**src/rtl/char_state_handler_if.sv**
```systemverilog
// char_state_handler_if: tick/button inputs and state outputs of the character state machine
interface char_state_handler_if;
    logic       frame_tick;
    logic       btn_left;
    logic       btn_right;
    logic       btn_attack;
    logic [3:0] state;
    logic       attack_active;
    logic       busy;
    logic [4:0] phase_cnt;
    modport master (
        output frame_tick, btn_left, btn_right, btn_attack,
        input  state, attack_active, busy, phase_cnt
    );
    modport slave (
        input  frame_tick, btn_left, btn_right, btn_attack,
        output state, attack_active, busy, phase_cnt
    );
endinterface

```
**src/rtl/char_state_handler.sv**
```systemverilog
// char_state_handler: frame-gated movement/attack state machine producing the 4-bit character state
module char_state_handler #(
    parameter bit         FORWARD_RIGHT       = 1'b1,
    parameter logic [4:0] ATK_START_FRAMES    = 5'd5,
    parameter logic [4:0] ATK_ACTIVE_FRAMES   = 5'd2,
    parameter logic [4:0] ATK_RECOVERY_FRAMES = 5'd16,
    parameter logic [4:0] DIR_START_FRAMES    = 5'd4,
    parameter logic [4:0] DIR_ACTIVE_FRAMES   = 5'd3,
    parameter logic [4:0] DIR_RECOVERY_FRAMES = 5'd15
) (
    input logic clk,
    input logic rst,
    char_state_handler_if.slave bus
);
    typedef enum logic [3:0] {
        S_IDLE                = 4'd0,
        S_LEFT                = 4'd1,
        S_RIGHT               = 4'd2,
        S_ATTACK_START        = 4'd3,
        S_ATTACK_ACTIVE       = 4'd4,
        S_ATTACK_RECOVERY     = 4'd5,
        S_ATTACK_DIR_START    = 4'd6,
        S_ATTACK_DIR_ACTIVE   = 4'd7,
        S_ATTACK_DIR_RECOVERY = 4'd8
    } state_t;

    state_t     r_state;
    logic [4:0] r_cnt;
    logic       r_atk_prev;
    logic       r_active;
    logic       r_busy;

    state_t     w_next;
    logic [4:0] w_next_cnt;
    logic [4:0] w_len;
    logic       w_edge;
    logic       w_fwd;
    logic       w_last;
    logic       w_in_attack;
    logic       w_illegal;

    assign w_edge      = bus.btn_attack & ~r_atk_prev;
    assign w_fwd       = FORWARD_RIGHT ? bus.btn_right : bus.btn_left;
    assign w_in_attack = (r_state >= S_ATTACK_START) && (r_state <= S_ATTACK_DIR_RECOVERY);
    assign w_illegal   = r_state > S_ATTACK_DIR_RECOVERY;
    assign w_last      = r_cnt == w_len - 5'd1;

    // frame length of the phase currently being counted
    always_comb begin
        w_len = (r_state == S_ATTACK_START)        ? ATK_START_FRAMES    :
                (r_state == S_ATTACK_ACTIVE)       ? ATK_ACTIVE_FRAMES   :
                (r_state == S_ATTACK_RECOVERY)     ? ATK_RECOVERY_FRAMES :
                (r_state == S_ATTACK_DIR_START)    ? DIR_START_FRAMES    :
                (r_state == S_ATTACK_DIR_ACTIVE)   ? DIR_ACTIVE_FRAMES   :
                (r_state == S_ATTACK_DIR_RECOVERY) ? DIR_RECOVERY_FRAMES : 5'd1;
    end

    // next state: movement states re-evaluate buttons, attack phases run their frame counters
    always_comb begin
        w_next = S_IDLE;
        case (r_state)
            S_IDLE, S_LEFT, S_RIGHT:
                w_next = w_edge ? (w_fwd ? S_ATTACK_DIR_START : S_ATTACK_START) :
                         (bus.btn_left & ~bus.btn_right) ? S_LEFT :
                         (bus.btn_right & ~bus.btn_left) ? S_RIGHT : S_IDLE;
            S_ATTACK_START:        w_next = w_last ? S_ATTACK_ACTIVE     : S_ATTACK_START;
            S_ATTACK_ACTIVE:       w_next = w_last ? S_ATTACK_RECOVERY   : S_ATTACK_ACTIVE;
            S_ATTACK_RECOVERY:     w_next = w_last ? S_IDLE              : S_ATTACK_RECOVERY;
            S_ATTACK_DIR_START:    w_next = w_last ? S_ATTACK_DIR_ACTIVE : S_ATTACK_DIR_START;
            S_ATTACK_DIR_ACTIVE:   w_next = w_last ? S_ATTACK_DIR_RECOVERY : S_ATTACK_DIR_ACTIVE;
            S_ATTACK_DIR_RECOVERY: w_next = w_last ? S_IDLE              : S_ATTACK_DIR_RECOVERY;
            default:               w_next = S_IDLE;
        endcase
        w_next_cnt = (w_in_attack && !w_last) ? r_cnt + 5'd1 : 5'd0;
    end

    // state and its decoded flags advance together on ticks; illegal codes recover without waiting for one
    always_ff @(posedge clk) begin
        if (rst) begin
            r_state    <= S_IDLE;
            r_cnt      <= 5'd0;
            r_atk_prev <= 1'b0;
            r_active   <= 1'b0;
            r_busy     <= 1'b0;
        end else if (bus.frame_tick || w_illegal) begin
            r_state  <= w_next;
            r_cnt    <= w_next_cnt;
            r_active <= (w_next == S_ATTACK_ACTIVE) || (w_next == S_ATTACK_DIR_ACTIVE);
            r_busy   <= (w_next >= S_ATTACK_START) && (w_next <= S_ATTACK_DIR_RECOVERY);
            if (bus.frame_tick) r_atk_prev <= bus.btn_attack;
        end
    end

    assign bus.state         = r_state;
    assign bus.phase_cnt     = r_cnt;
    assign bus.attack_active = r_active;
    assign bus.busy          = r_busy;
endmodule

```
**src/flat_wrapper.sv**
```systemverilog
// flat-port wrapper written by rule: the top's interface ports become plain ports
module char_state_handler_flat 
#(
    parameter bit         FORWARD_RIGHT       = 1'b1,
    parameter logic [4:0] ATK_START_FRAMES    = 5'd5,
    parameter logic [4:0] ATK_ACTIVE_FRAMES   = 5'd2,
    parameter logic [4:0] ATK_RECOVERY_FRAMES = 5'd16,
    parameter logic [4:0] DIR_START_FRAMES    = 5'd4,
    parameter logic [4:0] DIR_ACTIVE_FRAMES   = 5'd3,
    parameter logic [4:0] DIR_RECOVERY_FRAMES = 5'd15
)
  (clk, rst, bus_frame_tick, bus_btn_left, bus_btn_right, bus_btn_attack, bus_state, bus_attack_active, bus_busy, bus_phase_cnt);
  char_state_handler_if bus_i ();
  input logic clk;
  input logic rst;
  input wire logic [$bits(bus_i.frame_tick)-1:0] bus_frame_tick;
  input wire logic [$bits(bus_i.btn_left)-1:0] bus_btn_left;
  input wire logic [$bits(bus_i.btn_right)-1:0] bus_btn_right;
  input wire logic [$bits(bus_i.btn_attack)-1:0] bus_btn_attack;
  output wire logic [$bits(bus_i.state)-1:0] bus_state;
  output wire logic [$bits(bus_i.attack_active)-1:0] bus_attack_active;
  output wire logic [$bits(bus_i.busy)-1:0] bus_busy;
  output wire logic [$bits(bus_i.phase_cnt)-1:0] bus_phase_cnt;
  assign bus_i.frame_tick = bus_frame_tick;
  assign bus_i.btn_left = bus_btn_left;
  assign bus_i.btn_right = bus_btn_right;
  assign bus_i.btn_attack = bus_btn_attack;
  assign bus_state = bus_i.state;
  assign bus_attack_active = bus_i.attack_active;
  assign bus_busy = bus_i.busy;
  assign bus_phase_cnt = bus_i.phase_cnt;
  char_state_handler #(.FORWARD_RIGHT(FORWARD_RIGHT), .ATK_START_FRAMES(ATK_START_FRAMES), .ATK_ACTIVE_FRAMES(ATK_ACTIVE_FRAMES), .ATK_RECOVERY_FRAMES(ATK_RECOVERY_FRAMES), .DIR_START_FRAMES(DIR_START_FRAMES), .DIR_ACTIVE_FRAMES(DIR_ACTIVE_FRAMES), .DIR_RECOVERY_FRAMES(DIR_RECOVERY_FRAMES)) u_core (.clk(clk), .rst(rst), .bus(bus_i));
endmodule
```
**config.mk**
```make
export PLATFORM = sky130hd
export DESIGN_NAME = char_state_handler_flat
export DESIGN_NICKNAME = d
export VERILOG_FILES = /design/src/rtl/char_state_handler_if.sv /design/src/rtl/char_state_handler.sv /design/src/flat_wrapper.sv
export SDC_FILE = /design/constraint.sdc
export NUM_CORES = 1
export LEC_CHECK = 0
export ABC_CLOCK_PERIOD_IN_PS = 3850
export CAP_MARGIN = 20
export CORE_MARGIN = 3
export CORE_UTILIZATION = 45
export CTS_CLUSTER_DIAMETER = 200
export DETAILED_ROUTE_END_ITERATION = 6
export GPL_TIMING_DRIVEN = 0
export PLACE_DENSITY = 0.7
export SYNTH_ARGS = -nofsm -noshare
export SYNTH_HDL_FRONTEND = slang
export SYNTH_SLANG_ARGS = --single-unit
```
**constraint.sdc**
```tcl
create_clock -name clk -period 3.85 [get_ports clk]
set_input_delay 0.385 -clock clk [delete_from_list [all_inputs] [get_ports clk]]
set_output_delay 0.385 -clock clk [all_outputs]
set_load 0.05 [all_outputs]
```
==> results.toml, run 1 <==
[synthesis]
yosys.cell_types.count = 42
synth_warnings = 0
synth-edff-count = 0
syn_area_per_cell_um2 = 8.247
ys_dominant_reg_cell = "dfxtp_1"
seq_area_frac_synth_pct = 26.48
synth_seq_cells = 12
synth-async-reset-ratio_pct = 0
syn_area_um2 = 907.1
synthCells = 110
synth_fp_nets = 118

[clock_network]
post_cts_resize_count = 0
clk_pin_slew_worst_paths_ps = 80
clkSinkCount = 12
ctsHoldBuffers = 0
htree_num_levels = 1
tritoncts = "yes"
post_cts_setup_buffer_count = 0
cts_buffers = 3
cts_root_buffer = "clkbuf_4"
worst_skew_pair.late_latency_ps = 270
cts-root-to-sink-buffers = 2

[power_and_ir_drop]
power_per_cell_area_nw_per_um2 = 311.8
peak_vdd_ir_mv = 0.1996
static-leakage-power_uw = 0.0004041

[global_routing]
global_route.overflow_total = 0
grt_max_degree = 11
grt_usage_pct = 19.64
first_global_vias = 843
grt_pass1_wl_um = 3912
antenna_violations_before_repair = 0

[sta]
report.final.setup_viol = 0
share_of_the_clock_period_used_by_the_worst_path_pct = 85.92
timing.final.crit_period_ps = 3308
final-hold-violation-count = 0
tns_ps = 0
tightestPinTransition_ps = 771.4
finalClockSkew_ps = 2.051
fmax_mhz = 302.3
grt_setup_unrepaired = "false"
timing_max_transition_violations_final = 0
slew_headroom_pct = 48.10

[worst_setup_path]
criticalPathCategory = "reg -> reg"
worst-endpoint-required_ps = 4040
crit_path_max_fanout = 10
critical_path_arrival_ps = 3500
critical_path.slowest_cell = "dfxtp_1"
setup.worst_path.end_class = "register"
startpoint_kind_of_the_worst_setup_timing_path = "register"
crit_chain = "buf_6 > inv_1 > nor3_1 > nor2_1 > ha_1 > xnor2_1 > a31oi_1 > o22a_1 > nor3_4 > mux2i_1 > a221o_1 > o32ai_2"
cp_num_buf_inv = 2
critical_path.top_delay_family = "compound AO/OA/AOI/OAI gates"
cpPeakStageDelay_ps = 470

[detailed_routing]
routedWlPerCell_um = 14.10
drt_drc_violations_left = 0
drt_first_pass_iters = 4
vias = 876
drtIter0Drc = 14
drt_wl_total_um = 2185
antenna_left = 0
detail_route.vias_per_cell = 5.652

[floorplan]
floorplan.die_area_um2 = 2590
die_span_y_um = 50.90
rows = 15
fp.coreArea_um2 = 1821
initial_core_util_pct = 49.83
io-pin-count = 17
die_width_um = 50.90

[place]
post_dp_cell_area_um2 = 1099
hpwl_um = 1656
portBuffers = 16
gp_congestion = 0.8362

[outcome]
status = "complete, no violations"

[run]
maxCapViolCount = 0

[layout]
area_growth_pct = 25.10
design_area_um2 = 1135
mostFrequentLayoutCells = "clkdlybuf4s50_1, dfxtp_1, a21oi_1"
layout.cells.most_common = "clkdlybuf4s50_1"
nNetsFinal = 139
diodes = 0
final.fill_count = 169
drive_gt1_share_pct = 10.00

[min_path]
hold_class = "reg -> reg"
==> worst register-to-register path: cells and delay by family (launching register included) <==
| kind | cells | cell delay (ps) |
|---|---|---|
| muxes | 1 | 140 |
| adders and majority gates | 1 | 250 |
| buffers and inverters | 2 | 240 |
| and+or+nand+nor | 3 | 860 |
| DFF | 1 | 470 |
| AOI/OAI and AO/OA | 4 | 1010 |
| xor gates and xnor gates | 1 | 270 |
==> final timing paths <==
check,start,to,slack [ps],cells past startpoint
worst max register to register,u_core.bus.state[2],u_core.bus.attack_active,540,12
worst max-delay path,u_core.bus.state[2],u_core.bus.attack_active,540,12
worst min register to register,u_core.bus.attack_active,u_core.bus.attack_active,520,2
worst min-delay path,u_core.bus.attack_active,u_core.bus.attack_active,520,2
==> registers in the layout, summed over array words and instances, names as in the netlist <==
register	cells
u_core.bus.state	4
u_core.bus.phase_cnt	5
u_core.bus.busy	1
u_core.r_atk_prev	1
u_core.bus.attack_active	1
==> through the flow <==
stage	util (%)	hold WS, ps	std cells	total power (µW)	worst slack (ps)
finish	62.34	520.9	155	353.8	542.0
global route	62.34	540.7	155	372.2	227.3
CTS	62.34	524.7	155	354.2	547.8
detailed placement	60.34	509.3	151	254.8	637.0
global placement	60.34	477.5	151	253.6	640.9
floorplan	-	461.1	110	225.7	666.4
==> cell usage after synthesis, drive strengths merged, types with 3 or more instances <==
| library cell | count | area share [%] |
|---|---|---|
| a21oi | 10 | 5.5 |
| buf | 4 | 3.2 |
| clkbuf | 3 | 1.2 |
| dfxtp | 12 | 26 |
| inv | 3 | 1.2 |
| mux2i | 4 | 4.4 |
| nand2 | 7 | 2.9 |
| nand2b | 6 | 4.1 |
| nor2 | 9 | 3.7 |
| nor2b | 4 | 2.8 |
| nor3 | 7 | 5.7 |
| xnor2 | 6 | 5.8 |
| xor2 | 5 | 4.8 |
==> power breakdown <==
group          total [µW]  switching (µW)  leakage, µW  internal [µW]
sequential            134            4.49    0.0000977            129
clock                 100            43.0    0.0000210           57.4
combinational         120            69.2     0.000285           50.7
==> cell families after synthesis <==
logic type,synth area share [%]
xor+xnor,10.62
flops,26.48
mux,4.414
compound gates,21.24
simple gates,28.83
fa+ha+maj,2.758
buf+inv,5.655
==> routing by layer <==
layer	share of wire [%]	GRT usage (%)	vias up	wire length (µm)
met2	48	31.74	20	1053
met5	0	0	-	0
met4	1.2	6.726	0	27
met3	3.2	2.624	5	69
li1	-	-	438	-
met1	47	26.80	413	1035
==> final cells by class <==
cell class / count / area, µm² / share of cell area (%)
Tap cell: 25 / 31.28 / 2.756
Clock buffer: 4 / 36.28 / 3.197
Sequential cell: 12 / 240.2 / 21.17
Multi-Input combinational cell: 88 / 615.6 / 54.24
Inverter: 3 / 11.26 / 0.9923
Buffer: 7 / 40.04 / 3.528
Timing Repair Buffer: 16 / 160.2 / 14.11
(Power assumes the default switching activity.)
==> run 2, diff against run 1 <==
--- a/config.mk
+++ b/config.mk
@@ -7,12 +7,12 @@
 export LEC_CHECK = 0
 export ABC_CLOCK_PERIOD_IN_PS = 3850
 export CAP_MARGIN = 20
+export CORE_ASPECT_RATIO = 1.5
 export CORE_MARGIN = 3
-export CORE_UTILIZATION = 45
+export CORE_UTILIZATION = 35
 export CTS_CLUSTER_DIAMETER = 200
 export DETAILED_ROUTE_END_ITERATION = 6
 export GPL_TIMING_DRIVEN = 0
-export PLACE_DENSITY = 0.7
 export SYNTH_ARGS = -nofsm -noshare
 export SYNTH_HDL_FRONTEND = slang
 export SYNTH_SLANG_ARGS = --single-unit
==> run 2 against run 1 <==
Clock-buffer cell count decreased by 1. Utilization fell by 17 points. Die area grew 26%. Fmax increased by 0.62%. Sequential share of layout area grew 0.28 points. Critical endpoint unchanged. Largest power group unchanged.
==> results.toml, run 2 (synthesized netlist as in run 1, its figures left out) <==
[detailed_routing]
drt_first_pass_iters = 4
detail_route.vias_per_cell = 5.810
antenna_left = 0
vias = 889
drtIter0Drc = 24
drt_wl_total_um = 2161
routedWlPerCell_um = 14.12
drt_drc_violations_left = 0

[power_and_ir_drop]
static-leakage-power_uw = 0.0003969
peak_vdd_ir_mv = 0.1345
power_per_cell_area_nw_per_um2 = 295.2

[global_routing]
antenna_violations_before_repair = 0
grt_pass1_wl_um = 3705
first_global_vias = 860
global_route.overflow_total = 0
grt_max_degree = 11
grt_usage_pct = 15.50

[sta]
tightestPinTransition_ps = 718.4
final-hold-violation-count = 0
finalClockSkew_ps = 2.933
slew_headroom_pct = 51.67
timing_max_transition_violations_final = 0
fmax_mhz = 304.2
grt_setup_unrepaired = "false"
timing.final.crit_period_ps = 3288
share_of_the_clock_period_used_by_the_worst_path_pct = 85.39
tns_ps = 0
report.final.setup_viol = 0
hold_slack_ps = 508.9

[layout]
diodes = 0
drive_gt1_share_pct = 9.302
area_growth_pct = 23.45
largest_register_ff_count = 5
nNetsFinal = 139
layout.cells.most_common = "clkdlybuf4s50_1"
mostFrequentLayoutCells = "clkdlybuf4s50_1, dfxtp_1, a21oi_1"

[worst_setup_path]
criticalPathCategory = "reg -> reg"
setup.worst_path.start = "u_core.bus.state[2]"
crit_chain = "buf_6 > inv_1 > nor3_1 > nor2_1 > ha_1 > nand3b_1 > a311oi_1 > nor4_1 > xor2_1 > nor3_4 > mux2i_1 > a221o_1 > o32ai_2"
setup.worst_path.end_class = "register"
startpoint_kind_of_the_worst_setup_timing_path = "register"
cp_num_buf_inv = 2
reg2reg_setup_slack_ps = 560
critical_path.top_delay_family = "simple AND/OR/NAND/NOR gates"
critical_path.slowest_cell = "dfxtp_1"
worst-endpoint-required_ps = 4040
cpPeakStageDelay_ps = 470
r2r_start = "u_core.bus.state[2]"
crit_path_max_fanout = 10
critical_path_arrival_ps = 3480

[min_path]
hold_class = "reg -> reg"
hold_path.startpoint = "u_core.r_atk_prev"

[clock_network]
cts-root-to-sink-buffers = 2
ctsHoldBuffers = 0
clk_pin_slew_worst_paths_ps = 80
tritoncts = "yes"
cts_buffers = 3
post_cts_resize_count = 0
post_cts_setup_buffer_count = 0
htree_num_levels = 1
worst_skew_pair.late_latency_ps = 270
cts_root_buffer = "clkbuf_4"
clkSinkCount = 12

[floorplan]
io-pin-count = 17
rows = 22
floorplan.die_area_um2 = 3251
die_width_um = 47.57
die_span_y_um = 68.35
fp.coreArea_um2 = 2450
initial_core_util_pct = 37.03

[place]
portBuffers = 16
hpwl_um = 1647
gp_congestion = 0.8795

[run]
maxCapViolCount = 0

[outcome]
status = "complete, no violations"
[run 2: cell count changes in the layout (fill, tap and decap cells not counted)]
cell / before / now
clkbuf_8: 1 / 0
[run 2: worst paths after layout]
path | endpoint | depth (start not counted)
worst max register to register | u_core.bus.attack_active | 13
worst min register to register | u_core.r_atk_prev | 2
worst min-delay path | u_core.r_atk_prev | 2
worst max-delay path | u_core.bus.attack_active | 13
[run 2: report_power, final]
part / switching (µW) / internal (µW) / total, µW / leakage [µW]
Combinational: 67.8 / 50.7 / 118 / 0.000285
Sequential: 4.19 / 129 / 133 / 0.0000977
Clock: 42.7 / 36.2 / 78.9 / 0.0000138
[run 2: per-layer routing]
metal / wire length (µm) / track usage [%] / vias to the layer above
li1: - / - / 438
met1: 943 / 19.30 / 424
met2: 1089 / 24.83 / 20
met3: 75 / 2.632 / 7
met4: 53 / 7.744 / 0
met5: 0 / 0 / -
[run 2: layout make-up]
class	instances	area [µm²]
flip-flops and latches	12	240.2
inverters	3	11.26
clock buffers	3	22.52
repair buffers	16	160.2
plain buffers	7	40.04
well taps	24	30.03
multi-input cells	88	615.6
fillers	264	1330
[run 2: through the flow]
stage / instances / setup slack, ps / util (%) / area, µm² / power [µW]
floorplan: 110 / 666.4 / - / 907.1 / 225.7
CTS: 153 / 559.7 / 45.71 / 1120 / 332.5
global route: 153 / 329.1 / 45.71 / 1120 / 349.2
detailed placement: 150 / 571.6 / 44.79 / 1097 / 254.4
global placement: 150 / 652.4 / 44.79 / 1097 / 253.1
finish: 153 / 562.4 / 45.71 / 1120 / 330.6
[run 2: tightest hold or removal path: stages, from the launching register on]
cell	delay (ps)
dfxtp_1	330
mux2i_1	70
nor2_1	80
==> run 3, diff against run 2 <==
--- a/config.mk
+++ b/config.mk
@@ -7,7 +7,7 @@
 export LEC_CHECK = 0
 export ABC_CLOCK_PERIOD_IN_PS = 3850
 export CAP_MARGIN = 20
-export CORE_ASPECT_RATIO = 1.5
+export CORE_ASPECT_RATIO = 0.7
 export CORE_MARGIN = 3
 export CORE_UTILIZATION = 35
 export CTS_CLUSTER_DIAMETER = 200
==> run 3 against run 2 <==
Non-clock buffer count unchanged. Largest cell class unchanged. Routed wire length increased by 2.9%. Combinational power about the same. Setup slack got worse by 23 ps. Sequential share of layout area decreased by 0.54 points. Utilization increased by 4.3 points. Sequential cell count unchanged. Largest power group unchanged.
==> results.toml, run 3 (synthesized netlist as in run 1, its figures left out) <==
[clock_network]
cts_root_buffer = "clkbuf_8"
clk_pin_slew_worst_paths_ps = 50
cts_buffers = 3
post_cts_resize_count = 0
clkSinkCount = 12
htree_num_levels = 1
post_cts_setup_buffer_count = 0
cts-root-to-sink-buffers = 2
worst_skew_pair.late_latency_ps = 240
ctsHoldBuffers = 0
tritoncts = "yes"

[detailed_routing]
detail_route.vias_per_cell = 5.373
drt_first_pass_iters = 4
antenna_left = 0
drt_drc_violations_left = 0
drtIter0Drc = 64
drt_wl_total_um = 2223
routedWlPerCell_um = 13.81
vias = 865

[floorplan]
fp.coreArea_um2 = 2295
die_span_y_um = 48.60
die_width_um = 66.85
io-pin-count = 17
floorplan.die_area_um2 = 3249
rows = 14
initial_core_util_pct = 39.53

[worst_setup_path]
setup.worst_path.end_class = "register"
crit_chain = "buf_6 > inv_1 > nor3_1 > nor2_1 > ha_1 > xnor2_1 > a31oi_1 > o22a_1 > nor3_4 > mux2i_1 > a221o_1 > o32ai_2"
cpPeakStageDelay_ps = 460
worst-endpoint-required_ps = 4010
critical_path_arrival_ps = 3470
worstRegToRegCells = 12
startpoint_kind_of_the_worst_setup_timing_path = "register"
critical_path.top_delay_family = "compound AO/OA/AOI/OAI gates"
critical_path.slowest_cell = "dfxtp_1"
crit_path_max_fanout = 10
criticalPathCategory = "reg -> reg"
cp_num_buf_inv = 2
worst-path-stages = 12

[global_routing]
first_global_vias = 842
antenna_violations_before_repair = 0
grt_max_degree = 11
global_route.overflow_total = 0
grt_usage_pct = 16.01
grt_pass1_wl_um = 4002

[place]
gp_congestion = 0.8415
post_dp_cell_area_um2 = 1107
hpwl_um = 1723
portBuffers = 16
placement.setup.worst_slack_ps = 526.3
placedCellCount = 158

[sta]
share_of_the_clock_period_used_by_the_worst_path_pct = 86.00
fmax_mhz = 302.0
finalClockSkew_ps = 0.6305
report.final.setup_viol = 0
timing.final.crit_period_ps = 3311
worst_slack_ps = 539.0
timing_max_transition_violations_final = 0
slew_headroom_pct = 52.16
grt_setup_unrepaired = "false"
hold_slack_ps = 492.7
tightestPinTransition_ps = 711.1
tns_ps = 0
final-hold-violation-count = 0

[power_and_ir_drop]
static-leakage-power_uw = 0.0004047
sw_frac_of_total_pct = 32.59
p_int_uw = 249.1
pwr-share-seq_pct = 36.1
p_switching_uw = 120.4
power_per_cell_area_nw_per_um2 = 321.7
peak_vdd_ir_mv = 0.1896
clock_power_share_pct = 31.4
comb_power_share_pct = 32.5

[layout]
finish.cell_count_without_fillers = 161
largest_register_ff_count = 5
layout.cells.most_common = "clkdlybuf4s50_1"
drive_gt1_share_pct = 9.302
diodes = 0
mostFrequentLayoutCells = "clkdlybuf4s50_1, dfxtp_1, a21oi_1"
area_growth_pct = 26.62
design_area_um2 = 1149
nNetsFinal = 139

[run]
maxCapViolCount = 0

[min_path]
worst_hold_path.num_cells = 2
hold_class = "reg -> reg"

[outcome]
status = "complete, no violations"
[run 3: cell counts in the layout (fill, tap and decap cells not counted)]
Identical to the previous run, type by type.
[run 3: through the flow]
step,utilization (%),total power [µW]
3_5_place_dp,48.26,255.6
5_1_grt,50.05,391.1
4_1_cts,50.05,373.9
3_3_place_gp,48.26,254.3
6_report,50.05,369.5
2_1_floorplan,-,225.7
[run 3: final timing paths]
check / start / endpoint / slack [ps]
worst max-delay path: u_core.bus.state[2] / u_core.bus.attack_active / 540
worst min-delay path: u_core.r_atk_prev / u_core.r_atk_prev / 490
worst max register to register: u_core.bus.state[2] / u_core.bus.attack_active / 540
worst min register to register: u_core.r_atk_prev / u_core.r_atk_prev / 490
[run 3: power groups by stage]
stage	Clock, µW	Combinational (µW)	Sequential, µW
2_1_floorplan	0	74.9	151
3_3_place_gp	0	118	136
3_5_place_dp	0	119	136
4_1_cts	120	120	134
5_1_grt	127	130	134
6_report	116	120	134
[run 3: layout make-up]
class | instances | area, µm²
repair buffers | 16 | 160.2
well taps | 32 | 40.04
clock buffers | 3 | 41.29
inverters | 3 | 11.26
multi-input cells | 88 | 615.6
flip-flops and latches | 12 | 240.2
plain buffers | 7 | 40.04
fillers | 238 | 1146
[run 3: per-layer routing]
layer / GRT usage [%] / routed length (µm)
met5: 0 / 0
met4: 5.051 / 36
met3: 6.944 / 164
met2: 20.56 / 858
met1: 23.40 / 1164
[run 3: worst reg2reg max path: cells and delay by family, from the launching register on]
family / cells / cell delay (ps)
AND/OR/NAND/NOR: 3 / 870
buffers and inverters: 2 / 240
flip-flops: 1 / 460
adder cells (fa/ha/maj): 1 / 240
XOR/XNOR: 1 / 290
multiplexers: 1 / 140
AO/OA/AOI/OAI: 4 / 1000
